[config.mk]
export PLATFORM = sky130hd
export DESIGN_NAME = fir_stream_driver
export DESIGN_NICKNAME = d
export VERILOG_FILES = /design/src/rtl/fir_stream_driver.sv
export SDC_FILE = /design/constraint.sdc
export NUM_CORES = 1
export LEC_CHECK = 0
export ABC_CLOCK_PERIOD_IN_PS = 2500
export BUFFER_PORTS_ARGS = -buffer_cell sky130_fd_sc_hd__buf_2
export CAP_MARGIN = 20
export CORE_UTILIZATION = 36
export DETAILED_ROUTE_END_ITERATION = 8
export GPL_ROUTABILITY_DRIVEN = 0
export HOLD_SLACK_MARGIN = 0.06
export SLEW_MARGIN = 15
export SYNTH_ARGS = -nofsm -noshare
export SYNTH_HDL_FRONTEND = slang
export SYNTH_SLANG_ARGS = --single-unit
[constraint.sdc]
create_clock -name clk -period 2.5 [get_ports clk]
set_input_delay 0.375 -clock clk [delete_from_list [all_inputs] [get_ports clk]]
set_output_delay 0.375 -clock clk [all_outputs]
set_load 0.01 [all_outputs]
[src/rtl/fir_stream_driver.sv]
// fir_stream_driver: collects FIR coefficients, programs them into the FIR
// through its x_in pin, then streams buffered samples. Option: FIR_DRV_HOLD_EN.
module fir_stream_driver #(
   parameter int N_TAPS     = 4,
   parameter int BW_IN      = 6,
   parameter int BW_OUT     = 8,
   parameter int FIFO_DEPTH = 4
) (
   input  logic              clk,
   input  logic              reset,
   input  logic [BW_IN-1:0]  coef_in,
   input  logic              coef_valid,
   output logic              coef_ready,
   input  logic [BW_IN-1:0]  smp_in,
   input  logic              smp_valid,
   output logic              smp_ready,
   input  logic              reload,
   output logic              fir_rst,
   output logic [BW_IN-1:0]  fir_x,
   input  logic [BW_OUT-1:0] fir_y,
   output logic [BW_OUT-1:0] y_out,
   output logic              y_valid,
   output logic              underrun
);

   localparam int IW = (N_TAPS > 1) ? $clog2(N_TAPS) : 1;
   localparam int PW = (FIFO_DEPTH > 1) ? $clog2(FIFO_DEPTH) : 1;
   localparam int FW = $clog2(FIFO_DEPTH + 1);

   typedef enum logic [1:0] {
      S_COLLECT = 2'd0,
      S_PROGRAM = 2'd1,
      S_STREAM  = 2'd2
   } state_t;

   state_t state_q, state_d;

   // coefficient store and shared collect/program counter
   logic [BW_IN-1:0] coef_q [N_TAPS];
   logic [IW-1:0]    cnt_q, cnt_d;

   // sample FIFO
   logic [BW_IN-1:0] mem_q [FIFO_DEPTH];
   logic [PW-1:0]    wr_q, wr_d;
   logic [PW-1:0]    rd_q, rd_d;
   logic [FW-1:0]    fcnt_q, fcnt_d;
   logic [BW_IN-1:0] rd_data;

   // registered FIR drive and result path
   logic              fir_rst_q, fir_rst_d;
   logic [BW_IN-1:0]  fir_x_q, fir_x_d;
   logic [2:0]        tag_q, tag_d;
   logic              tag_in;
   logic [BW_OUT-1:0] y_out_q, y_out_d;
   logic              y_valid_q, y_valid_d;
   logic              und_q, und_d;

   // handshake strobes
   logic coef_hs;
   logic push;
   logic pop;
   logic last_coef;
   logic [BW_IN-1:0] bubble;

   assign rd_data   = mem_q[rd_q];
   assign last_coef = (cnt_q == IW'(N_TAPS - 1));

`ifdef FIR_DRV_HOLD_EN
   logic [BW_IN-1:0] last_q, last_d;

   // remember the most recent popped sample; reload forgets it
   always_comb begin
      last_d = last_q;
      if (reload)
         last_d = '0;
      else if (pop)
         last_d = rd_data;
   end

   // hold register for bubble re-drive
   always_ff @(posedge clk) begin
      if (reset)
         last_q <= '0;
      else
         last_q <= last_d;
   end

   assign bubble = last_q;
`else
   assign bubble = '0;
`endif

   // FSM state register
   always_ff @(posedge clk) begin
      if (reset)
         state_q <= S_COLLECT;
      else
         state_q <= state_d;
   end

   // FSM next-state: reload always wins back to COLLECT
   always_comb begin
      state_d = state_q;
      if (reload) begin
         state_d = S_COLLECT;
      end else begin
         unique case (state_q)
            S_COLLECT: if (coef_hs && last_coef) state_d = S_PROGRAM;
            S_PROGRAM: if (cnt_q == '0)          state_d = S_STREAM;
            S_STREAM:  state_d = S_STREAM;
            default:   state_d = S_COLLECT;
         endcase
      end
   end

   // FSM outputs: handshake readiness and FIFO strobes
   always_comb begin
      coef_ready = (state_q == S_COLLECT);
      smp_ready  = (fcnt_q != FW'(FIFO_DEPTH));
      coef_hs    = coef_valid && coef_ready;
      push       = smp_valid && smp_ready;
      // a word pushed this cycle into an empty FIFO is not visible yet
      pop        = (state_q == S_STREAM) && (fcnt_q != '0) && !reload;
   end

   // FIFO pointer and occupancy next-state
   always_comb begin
      wr_d   = wr_q;
      rd_d   = rd_q;
      fcnt_d = fcnt_q;
      if (push)
         wr_d = (wr_q == PW'(FIFO_DEPTH - 1)) ? '0 : wr_q + PW'(1);
      if (pop)
         rd_d = (rd_q == PW'(FIFO_DEPTH - 1)) ? '0 : rd_q + PW'(1);
      unique case ({push, pop})
         2'b10:   fcnt_d = fcnt_q + FW'(1);
         2'b01:   fcnt_d = fcnt_q - FW'(1);
         default: fcnt_d = fcnt_q;
      endcase
   end

   // FIFO pointers and count
   always_ff @(posedge clk) begin
      if (reset) begin
         wr_q   <= '0;
         rd_q   <= '0;
         fcnt_q <= '0;
      end else begin
         wr_q   <= wr_d;
         rd_q   <= rd_d;
         fcnt_q <= fcnt_d;
      end
   end

   // FIFO storage needs no reset; occupancy gates every read
   always_ff @(posedge clk) begin
      if (push)
         mem_q[wr_q] <= smp_in;
   end

   // coefficient capture during COLLECT
   always_ff @(posedge clk) begin
      if (reset) begin
         for (int i = 0; i < N_TAPS; i++)
            coef_q[i] <= '0;
      end else if (coef_hs && !reload) begin
         coef_q[cnt_q] <= coef_in;
      end
   end

   // FIR drive next-state: reset pin, x_in mux, tag and underrun
   always_comb begin
      fir_rst_d = fir_rst_q;
      fir_x_d   = fir_x_q;
      cnt_d     = cnt_q;
      und_d     = und_q;
      tag_in    = 1'b0;
      if (reload) begin
         fir_rst_d = 1'b1;
         fir_x_d   = '0;
         cnt_d     = '0;
         und_d     = 1'b0;
      end else begin
         unique case (state_q)
            S_COLLECT: begin
               fir_rst_d = 1'b1;
               fir_x_d   = '0;
               // leaving COLLECT, the counter turns into a top-down index
               if (coef_hs)
                  cnt_d = last_coef ? IW'(N_TAPS - 1) : cnt_q + IW'(1);
            end
            S_PROGRAM: begin
               fir_rst_d = 1'b0;
               fir_x_d   = coef_q[cnt_q];
               if (cnt_q != '0)
                  cnt_d = cnt_q - IW'(1);
            end
            S_STREAM: begin
               fir_rst_d = 1'b0;
               if (pop) begin
                  fir_x_d = rd_data;
                  tag_in  = 1'b1;
               end else begin
                  fir_x_d = bubble;
                  und_d   = 1'b1;
               end
            end
            default: begin
               fir_rst_d = 1'b1;
               fir_x_d   = '0;
            end
         endcase
      end
   end

   // result capture: the tag leaving the pipe qualifies fir_y
   always_comb begin
      tag_d     = reload ? 3'b000 : {tag_q[1:0], tag_in};
      y_valid_d = tag_q[2] && !reload;
      y_out_d   = y_valid_d ? fir_y : y_out_q;
   end

   // drive, tag and result registers
   always_ff @(posedge clk) begin
      if (reset) begin
         fir_rst_q <= 1'b1;
         fir_x_q   <= '0;
         cnt_q     <= '0;
         und_q     <= 1'b0;
         tag_q     <= 3'b000;
         y_out_q   <= '0;
         y_valid_q <= 1'b0;
      end else begin
         fir_rst_q <= fir_rst_d;
         fir_x_q   <= fir_x_d;
         cnt_q     <= cnt_d;
         und_q     <= und_d;
         tag_q     <= tag_d;
         y_out_q   <= y_out_d;
         y_valid_q <= y_valid_d;
      end
   end

   assign fir_rst  = fir_rst_q;
   assign fir_x    = fir_x_q;
   assign y_out    = y_out_q;
   assign y_valid  = y_valid_q;
   assign underrun = und_q;

endmodule

==> results_dict.tcl, run 1 <==
set metrics [dict create \
    outcome "finished, final reports clean" \
    period_needed_ns 2.317 \
    worst_setup_path_end_kind "flop" \
    overflow 0 \
    hold_violations 0 \
    cts_made_buffers 9 \
    fp-row-count 35 \
    dr.pass1.iters 4 \
    max_freq_mhz 431.7 \
    num_vias 1994 \
    dieArea_um2 9825 \
    ys_types 30 \
    grt_pass1_vias 1988 \
    ys_seq_area_share_pct 63.08 \
    finalCritPeriodShare_pct 92.66 \
    rsz0062_at_grt "no" \
    r2r-start "state_q[0]" \
    p_per_area_nw_per_um2 642.9 \
    cts_tree "done" \
    drt_iter0_drc 77 \
    cp-startpoint "state_q[0]" \
    via_per_inst 4.828 \
    clkSlewWorstSetupHoldPaths_ns 0.09 \
    cts.path.max_buffers 2 \
    cts_setup_buffers 0 \
    worstSetupEndpoint "fcnt_q[2]" \
    avgSynthCellArea_um2 13.80 \
    r2r_slack_ns 0.18 \
    min_path_type "in -> reg" \
    worstHoldPathCells 1 \
    antenna_found_initial 0 \
    h-tree-depth 3 \
    cts_hold_buf 0 \
    final_common_cell "edfxtp_1" \
    cp.required_ns 2.78 \
    synth_top_cell_by_area "edfxtp_1" \
    die_w_um 99.12 \
    diodes 0 \
    critPathArrivalTime_ns 2.60 \
    crit_type "reg -> reg" \
    yosys-top-cells-area "edfxtp_1 42%, dfxtp_1 21%, mux4_2 8.0%, ha_1 4.8%, and2_1 4.1%" \
    drive_gt1_share_pct 27.81 \
    start_util_pct 36.93 \
    skew_ns 0.01105 \
    clock_sinks 83 \
    fill_cells 839 \
    synth_nets 285 \
    syn_area_um2 3396 \
    pin_count 44 \
    wirelength_mm 6.121 \
    ant_nets 0 \
    clkLatencyLatePin_ns 0.35 \
    cap_violations 0 \
    utilization_pct 42.86 \
    final_cell_mix "48 x edfxtp_1, 43 x buf_2, 35 x dfxtp_1" \
    r2r-end "fcnt_q[2]" \
    dp_hpwl_mm 4.363 \
    worst_slew_pin_slew_ns 0.4880 \
    numPortBuffers 43 \
    fp.dieH_um 99.12 \
    setup_viol 0 \
    finalSetupTns_ns 0 \
    track_usage_pct 13.59 \
    hold_ws_ns 0.2367 \
    core_um2 9196 \
    post_cts_resized 0 \
    ys.warnings.count 0 \
    cts-root-buf "clkbuf_8" \
    reg2reg_depth 10 \
    nNetsFinal 336 \
    path_max_fanout 8 \
    grt_max_degree 24 \
    ys_ff_latch 83 \
    syn-instance-count 246 \
    drc_errors 0 \
    fin_area_um2 3941 \
    finalPower_mw 2.534 \
    area_growth_pct 16.06 \
    synth_top_area_share_pct 42.45 \
    placed_area_um2 3756 \
    slew_headroom_pct 67.41 \
    p_leak_nw 1.525 \
    start_kind "flop" \
    avgRoutedWirePerCell_um 14.82 \
    grt_first_pass_wirelength_mm 9.915 \
    slew_viol_final 0 \
    peakVddDrop_mv 0.2889 \
]
## routing by layer
layer | share of wire, % | vias to the layer above | GRT usage, % | wire length [um]
met5 | 0 | - | 0 | 0
met4 | 0.91 | 0 | 6.109 | 56
met3 | 4.4 | 6 | 3.443 | 268
met2 | 48 | 45 | 22.27 | 2953
met1 | 46 | 953 | 17.08 | 2842
li1 | - | 990 | - | -
## synth_stat cells
| library cell | number |
|---|---|
| mux4_2 | 12 |
| nand3b_1 | 1 |
| inv_2 | 1 |
| nor3_1 | 7 |
| fa_1 | 1 |
| a41o_1 | 1 |
| mux2i_1 | 10 |
| nor2_1 | 21 |
| dfxtp_1 | 35 |
| clkbuf_1 | 5 |
| edfxtp_1 | 48 |
| o311ai_2 | 1 |
| nand2_4 | 1 |
| xor2_1 | 2 |
| mux2_2 | 1 |
| and3_1 | 11 |
| and2_1 | 22 |
| a21oi_1 | 10 |
| nor2b_1 | 4 |
| o21ai_0 | 2 |
| mux2_1 | 1 |
| nand2_1 | 7 |
| or3_1 | 3 |
| inv_1 | 11 |
| or3b_1 | 1 |
| o311ai_0 | 1 |
| ha_1 | 13 |
| buf_2 | 4 |
| or2_2 | 3 |
| a22oi_1 | 6 |
## flip-flops by register name (all words and copies together), names as in the netlist, 3 cells and up, named ones only
name,count
coef_q,24
y_out,8
fir_x,6
fcnt_q,3
mem_q,24
tag_q,3
## kinds of logic (layout without fill, tap and decap cells)
| family | after synthesis | count (layout) | share of synthesized area [%] |
|---|---|---|---|
| compound gates | 21 | 21 | 4.127 |
| xor+xnor | 2 | 2 | 0.5159 |
| fa+ha+maj | 14 | 14 | 5.380 |
| buf+inv | 21 | 77 | 2.469 |
| flops | 83 | 83 | 63.08 |
| mux | 24 | 24 | 11.57 |
| simple gates | 81 | 81 | 12.86 |
## where the power goes
part           internal [mW]  total, mW  switching [mW]
combinational         0.0594      0.133          0.0734
clock                  0.400      0.896           0.496
sequential              1.49       1.50          0.0193
total                   1.94       2.53           0.589
## critical path, stage by stage, from the launching register on
cell      delay [ns]
dfxtp_1         0.33
inv_1           0.10
ha_1            0.21
o311ai_2        0.19
inv_2           0.18
ha_1            0.20
inv_1           0.06
fa_1            0.37
xor2_1          0.16
or3_1           0.30
a21oi_1         0.15
## through the flow
| stage | std cells | setup slack (ns) |
|---|---|---|
| CTS | 413 | 0.1604 |
| detailed placement | 397 | 0.1953 |
| global route | 413 | 0.01987 |
| floorplan | 246 | 0.3570 |
| global placement | 397 | 0.2882 |
| finish | 413 | 0.1834 |
## cell type report
cell class                      instances  area, um2  area share (%)
Sequential cell                        83       2142           54.35
Multi-Input combinational cell        142       1170           29.68
Timing Repair Buffer                   49      260.3           6.603
Tap cell                              111      138.9           3.524
Clock buffer                           10      137.6           3.492
Clock inverter                          6      47.55           1.206
Inverter                               12      45.04           1.143
## worst min path at each step
stage / start / to / slack [ns]
floorplan: tag_q[0] / tag_q[1] / 0.41
global placement: tag_q[0] / tag_q[1] / 0.42
detailed placement: tag_q[1] / tag_q[2] / 0.41
CTS: smp_in[2] / mem_q[0][2] / 0.22
global route: smp_in[2] / mem_q[0][2] / 0.22
finish: smp_in[2] / mem_q[0][2] / 0.24
Power figures use the tool's default switching activity.
==> inputs of run 2 (changes only) <==
--- a/config.mk
+++ b/config.mk
@@ -5,7 +5,7 @@
 export SDC_FILE = /design/constraint.sdc
 export NUM_CORES = 1
 export LEC_CHECK = 0
-export ABC_CLOCK_PERIOD_IN_PS = 2500
+export ABC_CLOCK_PERIOD_IN_PS = 2000
 export BUFFER_PORTS_ARGS = -buffer_cell sky130_fd_sc_hd__buf_2
 export CAP_MARGIN = 20
 export CORE_UTILIZATION = 36
==> constraint.sdc (replaced) <==
create_clock -name clk -period 2 [get_ports clk]
set_input_delay 0.3 -clock clk [delete_from_list [all_inputs] [get_ports clk]]
set_output_delay 0.3 -clock clk [all_outputs]
set_load 0.01 [all_outputs]
==> run 2 against run 1 <==
Net effect: cell count increased by 2.4%; register-to-register slack got worse by 0.14 ns; worst hold slack got worse by 0.076 ns; critical path depth decreased by 2; cell area increased by 3.0%; global-route usage increased by 0.68 points; power increased by 29%; clock skew decreased by 0.0029 ns; routed wire length increased by 2.5%; count of clock-buffer cells in the layout increased by 2; fmax increased by 18%; critical path type unchanged.
==> results_dict.tcl, run 2 (synthesis results as in run 1) <==
set metrics [dict create \
    outcome "finished, final reports clean" \
    drive_gt1_share_pct 33.01 \
    worst_slew_pin_slew_ns 0.5180 \
    r2r_slack_ns 0.04 \
    start_util_pct 36.93 \
    clock_sinks 83 \
    fp-row-count 35 \
    critPathMaxStageDelay_ns 0.41 \
    cts_made_buffers 9 \
    drt_iter0_drc 132 \
    cts-root-buf "clkbuf_8" \
    p_per_area_nw_per_um2 802.5 \
    clkLatencyLatePin_ns 0.36 \
    skew_ns 0.008167 \
    die_w_um 99.12 \
    dp_hpwl_mm 4.491 \
    via_per_inst 4.747 \
    wirelength_mm 6.275 \
    worst_setup_path_end_kind "flop" \
    finalPower_mw 3.256 \
    dieArea_um2 9825 \
    ant_nets 0 \
    cap_violations 0 \
    p_leak_nw 1.570 \
    stdcell_count 423 \
    min_path_type "in -> reg" \
    track_usage_pct 14.27 \
    finalCritPeriodShare_pct 97.78 \
    cp_cell_sequence "or3b_4, nand2_4, ha_4, inv_2, fa_2, xor2_1, or3_1, a21oi_2" \
    area_growth_pct 19.49 \
    dp_cells 407 \
    setup_viol 0 \
    cts.path.max_buffers 2 \
    peakVddDrop_mv 0.3349 \
    start_kind "flop" \
    clkSlewWorstSetupHoldPaths_ns 0.09 \
    cts_tree "done" \
    fp.dieH_um 99.12 \
    slew_headroom_pct 65.20 \
    final_cell_mix "48 x edfxtp_1, 43 x buf_2, 32 x dfxtp_1" \
    avgRoutedWirePerCell_um 14.83 \
    path_max_fanout 2 \
    h-tree-depth 3 \
    crit_type "reg -> reg" \
    slew_viol_final 0 \
    pin_count 44 \
    grt_pass1_vias 2063 \
    numPortBuffers 43 \
    period_needed_ns 1.956 \
    fill_cells 852 \
    dr.pass1.iters 4 \
    critPathArrivalTime_ns 2.25 \
    overflow 0 \
    drc_errors 0 \
    final_common_cell "edfxtp_1" \
    cts_hold_buf 0 \
    hold_violations 0 \
    num_vias 2008 \
    regArea_um2 2146 \
    nNetsFinal 346 \
    multiInputGateArea_um2 1194 \
    grt_first_pass_wirelength_mm 10.41 \
    antenna_found_initial 0 \
    grt_max_degree 24 \
    cp.required_ns 2.29 \
    postLayoutSetupSlackWorst_ns 0.04442 \
    rsz0062_at_grt "yes" \
    critPathSlowestCell "or3b_4" \
    post-place-ws_ns 0.006744 \
    max_freq_mhz 511.4 \
    diodes 0 \
    core_um2 9196 \
]
run 2: timing repair:
item,CTS,global route
buffers inserted,0,0
resized for setup,3,3
endpoints found under the setup margin,1,1
gates cloned,0,0
run 2: layer usage:
layer | track usage [%] | routed length (um) | vias to the layer above
met4 | 6.109 | 116 | 0
li1 | - | - | 1006
met5 | 0 | 0 | -
met1 | 18.35 | 3003 | 948
met3 | 3.584 | 266 | 11
met2 | 23.08 | 2887 | 43
run 2: path summary, 6_finish.rpt:
kind,start,end,cells past startpoint
worst max-delay path,fcnt_q[1],fcnt_q[2],8
worst max register to register,fcnt_q[1],fcnt_q[2],8
worst min register to register,tag_q[0],tag_q[1],1
worst min-delay path,smp_in[1],mem_q[1][1],1
run 2: per-stage QoR:
| step | setup TNS, ns | hold slack [ns] | cell area (um2) | utilization, % |
|---|---|---|---|---|
| after global placement | 0 | 0.4133 | 3849 | 41.85 |
| after floorplan | -0.005720 | 0.3716 | 3420 | - |
| after CTS | 0 | 0.1502 | 4053 | 44.07 |
| after detailed placement | 0 | 0.4212 | 3849 | 41.85 |
| after global routing | -0.02589 | 0.1538 | 4058 | 44.12 |
| final | 0 | 0.1607 | 4058 | 44.12 |
run 2: layout make-up:
class,instances,share of cell area (%)
clock inverter,4,0.8017
timing repair buffer,59,8.264
sequential,83,52.88
inverter,12,1.110
clock buffer,12,4.101
multi-input combinational,142,29.42
tap,111,3.423
run 2: where the power goes:
group          internal [mW]  switching (mW)
Sequential              1.86          0.0212
Clock                  0.566           0.628
Combinational         0.0852          0.0985
run 2: critical path: cells and delay by family, from the launching register on:
kind | cells | cell delay, ns
AOI/OAI and AO/OA | 1 | 0.12
and+or+nand+nor | 3 | 0.82
DFF | 1 | 0.33
buffers and inverters | 1 | 0.04
xor gates and xnor gates | 1 | 0.15
adders and majority gates | 2 | 0.45
==> inputs of run 3 (changes only) <==
--- a/config.mk
+++ b/config.mk
@@ -8,10 +8,12 @@
 export ABC_CLOCK_PERIOD_IN_PS = 2000
 export BUFFER_PORTS_ARGS = -buffer_cell sky130_fd_sc_hd__buf_2
 export CAP_MARGIN = 20
-export CORE_UTILIZATION = 36
+export CORE_ASPECT_RATIO = 0.9
+export CORE_UTILIZATION = 51
 export DETAILED_ROUTE_END_ITERATION = 8
 export GPL_ROUTABILITY_DRIVEN = 0
 export HOLD_SLACK_MARGIN = 0.06
+export PLACE_DENSITY = 0.75
 export SLEW_MARGIN = 15
 export SYNTH_ARGS = -nofsm -noshare
 export SYNTH_HDL_FRONTEND = slang
==> run 3 against run 2 <==
Net effect: sequential cell count did not move; die area fell by 29%; highest routed layer unchanged; critical path depth rose by 2; sequential share of layout area rose by 0.36 points; sequential power barely moved; count of clock-buffer cells in the layout fell by 3.
==> results_dict.tcl, run 3 (synthesis results as in run 1) <==
set metrics [dict create \
    outcome "finished, final reports clean" \
    period_needed_ns 1.974 \
    p_per_area_nw_per_um2 829.1 \
    drt_iter0_drc 91 \
    finalCritPeriodShare_pct 98.68 \
    num_vias 2029 \
    use_met3_pct 7.342 \
    postLayoutSetupSlackWorst_ns 0.02639 \
    cap_violations 0 \
    placed_area_um2 3789 \
    clock_power_share_pct 38.4 \
    utilization_pct 64.14 \
    critPathArrivalTime_ns 2.25 \
    ant_nets 0 \
    reg2reg_depth 10 \
    area_growth_pct 18.68 \
    crit_type "reg -> reg" \
    use_met1_pct 25.71 \
    avgRoutedWirePerCell_um 14.63 \
    seqPwrFrac_pct 56.2 \
    power_frac_comb_pct 5.4 \
    numPortBuffers 43 \
    intPower_mw 2.639 \
    fp.dieH_um 79.41 \
    clock_sinks 83 \
    via_per_inst 5.111 \
    hold_ws_ns 0.1685 \
    busiest_layer "met2" \
    sw_frac_of_total_pct 21.02 \
    dieArea_um2 6989 \
    cts-root-buf "clkbuf_8" \
    cp.required_ns 2.28 \
    peakVddDrop_mv 0.4124 \
    grt_max_degree 24 \
    slew_headroom_pct 57.79 \
    drc_errors 0 \
    grt_pass1_vias 1992 \
    worst_slew_pin_slew_ns 0.6283 \
    cts_tree "done" \
    antenna_found_initial 0 \
    skew_ns 0.008452 \
    final_cell_mix "48 x edfxtp_1, 43 x buf_2, 32 x dfxtp_1" \
    h-tree-depth 3 \
    clkLatencyLatePin_ns 0.35 \
    core_um2 6284 \
    pin_count 44 \
    fp-row-count 27 \
    worst_setup_path_end_kind "flop" \
    grt_first_pass_wirelength_mm 9.639 \
    dp_hpwl_mm 4.226 \
    post-place-ws_ns 0.004451 \
    p_leak_nw 1.569 \
    rsz0062_at_grt "yes" \
    diodes 0 \
    max_freq_mhz 506.7 \
    track_usage_pct 19.00 \
    overflow 0 \
    drive_gt1_share_pct 32.26 \
    nNetsFinal 344 \
    start_util_pct 54.04 \
    start_kind "flop" \
    fin_area_um2 4030 \
    cts.path.max_buffers 2 \
    clkSlewWorstSetupHoldPaths_ns 0.08 \
    worstHoldPathCells 1 \
    dr.pass1.iters 4 \
    slew_viol_final 0 \
    hold_violations 0 \
    wirelength_mm 5.807 \
    cts_made_buffers 9 \
    min_path_type "in -> reg" \
    p_switching_uw 702.4 \
    finalSetupTns_ns 0 \
    final_common_cell "edfxtp_1" \
    met2_usage_pct 28.84 \
    cts_hold_buf 0 \
    setup_viol 0 \
    die_w_um 88.01 \
    path_max_fanout 3 \
]
==> run 3: through the flow <==
step	cells	power (mW)
after floorplan	246	2.015
after global placement	379	2.093
after detailed placement	379	2.098
after CTS	395	3.373
after global routing	397	3.459
final	397	3.341
==> run 3: area by class of cell <==
class                           instances  area, um2
Sequential cell                        83       2146
Inverter                               12      45.04
Fill cell                             498       2253
Tap cell                               87      108.9
Clock buffer                            9      123.9
Clock inverter                          7      92.59
Multi-Input combinational cell        142       1194
Timing Repair Buffer                   57      320.3
==> run 3: worst paths after layout <==
path / startpoint / to / slack [ns]
worst min register to register: tag_q[0] / tag_q[1] / 0.43
worst max-delay path: state_q[0] / fcnt_q[2] / 0.03
worst min-delay path: smp_in[4] / mem_q[1][4] / 0.17
worst max register to register: state_q[0] / fcnt_q[2] / 0.03
==> run 3: power by group through the flow <==
stage               clock [mW]  sequential (mW)  combinational, mW
floorplan                    0             1.91              0.104
global placement             0             1.92              0.177
detailed placement           0             1.92              0.180
CTS                       1.31             1.88              0.180
global route              1.37             1.88              0.201
finish                    1.28             1.88              0.179
==> run 3: per-layer routing <==
layer | vias to the layer above | routed length [um] | part of all wire, %
met5 | - | 0 | 0
met4 | 0 | 23 | 0.40
met3 | 5 | 358 | 6.2
met2 | 55 | 2708 | 47
met1 | 968 | 2716 | 47
li1 | 1001 | - | -
==> run 3: what timing repair did <==
action,CTS,global route
pin swaps,0,1
buffers inserted,0,2
hold endpoints to repair,0,0
endpoints found under the setup margin,1,19
gates cloned,0,0
resized for setup,3,2
==> run 3: critical path, cell delays in order (launching register included) <==
cell      delay [ns]
dfxtp_2         0.34
inv_2           0.07
ha_2            0.18
o311ai_2        0.11
inv_2           0.10
ha_4            0.14
inv_1           0.05
fa_2            0.33
xor2_1          0.15
or3_1           0.32
a21oi_2         0.11
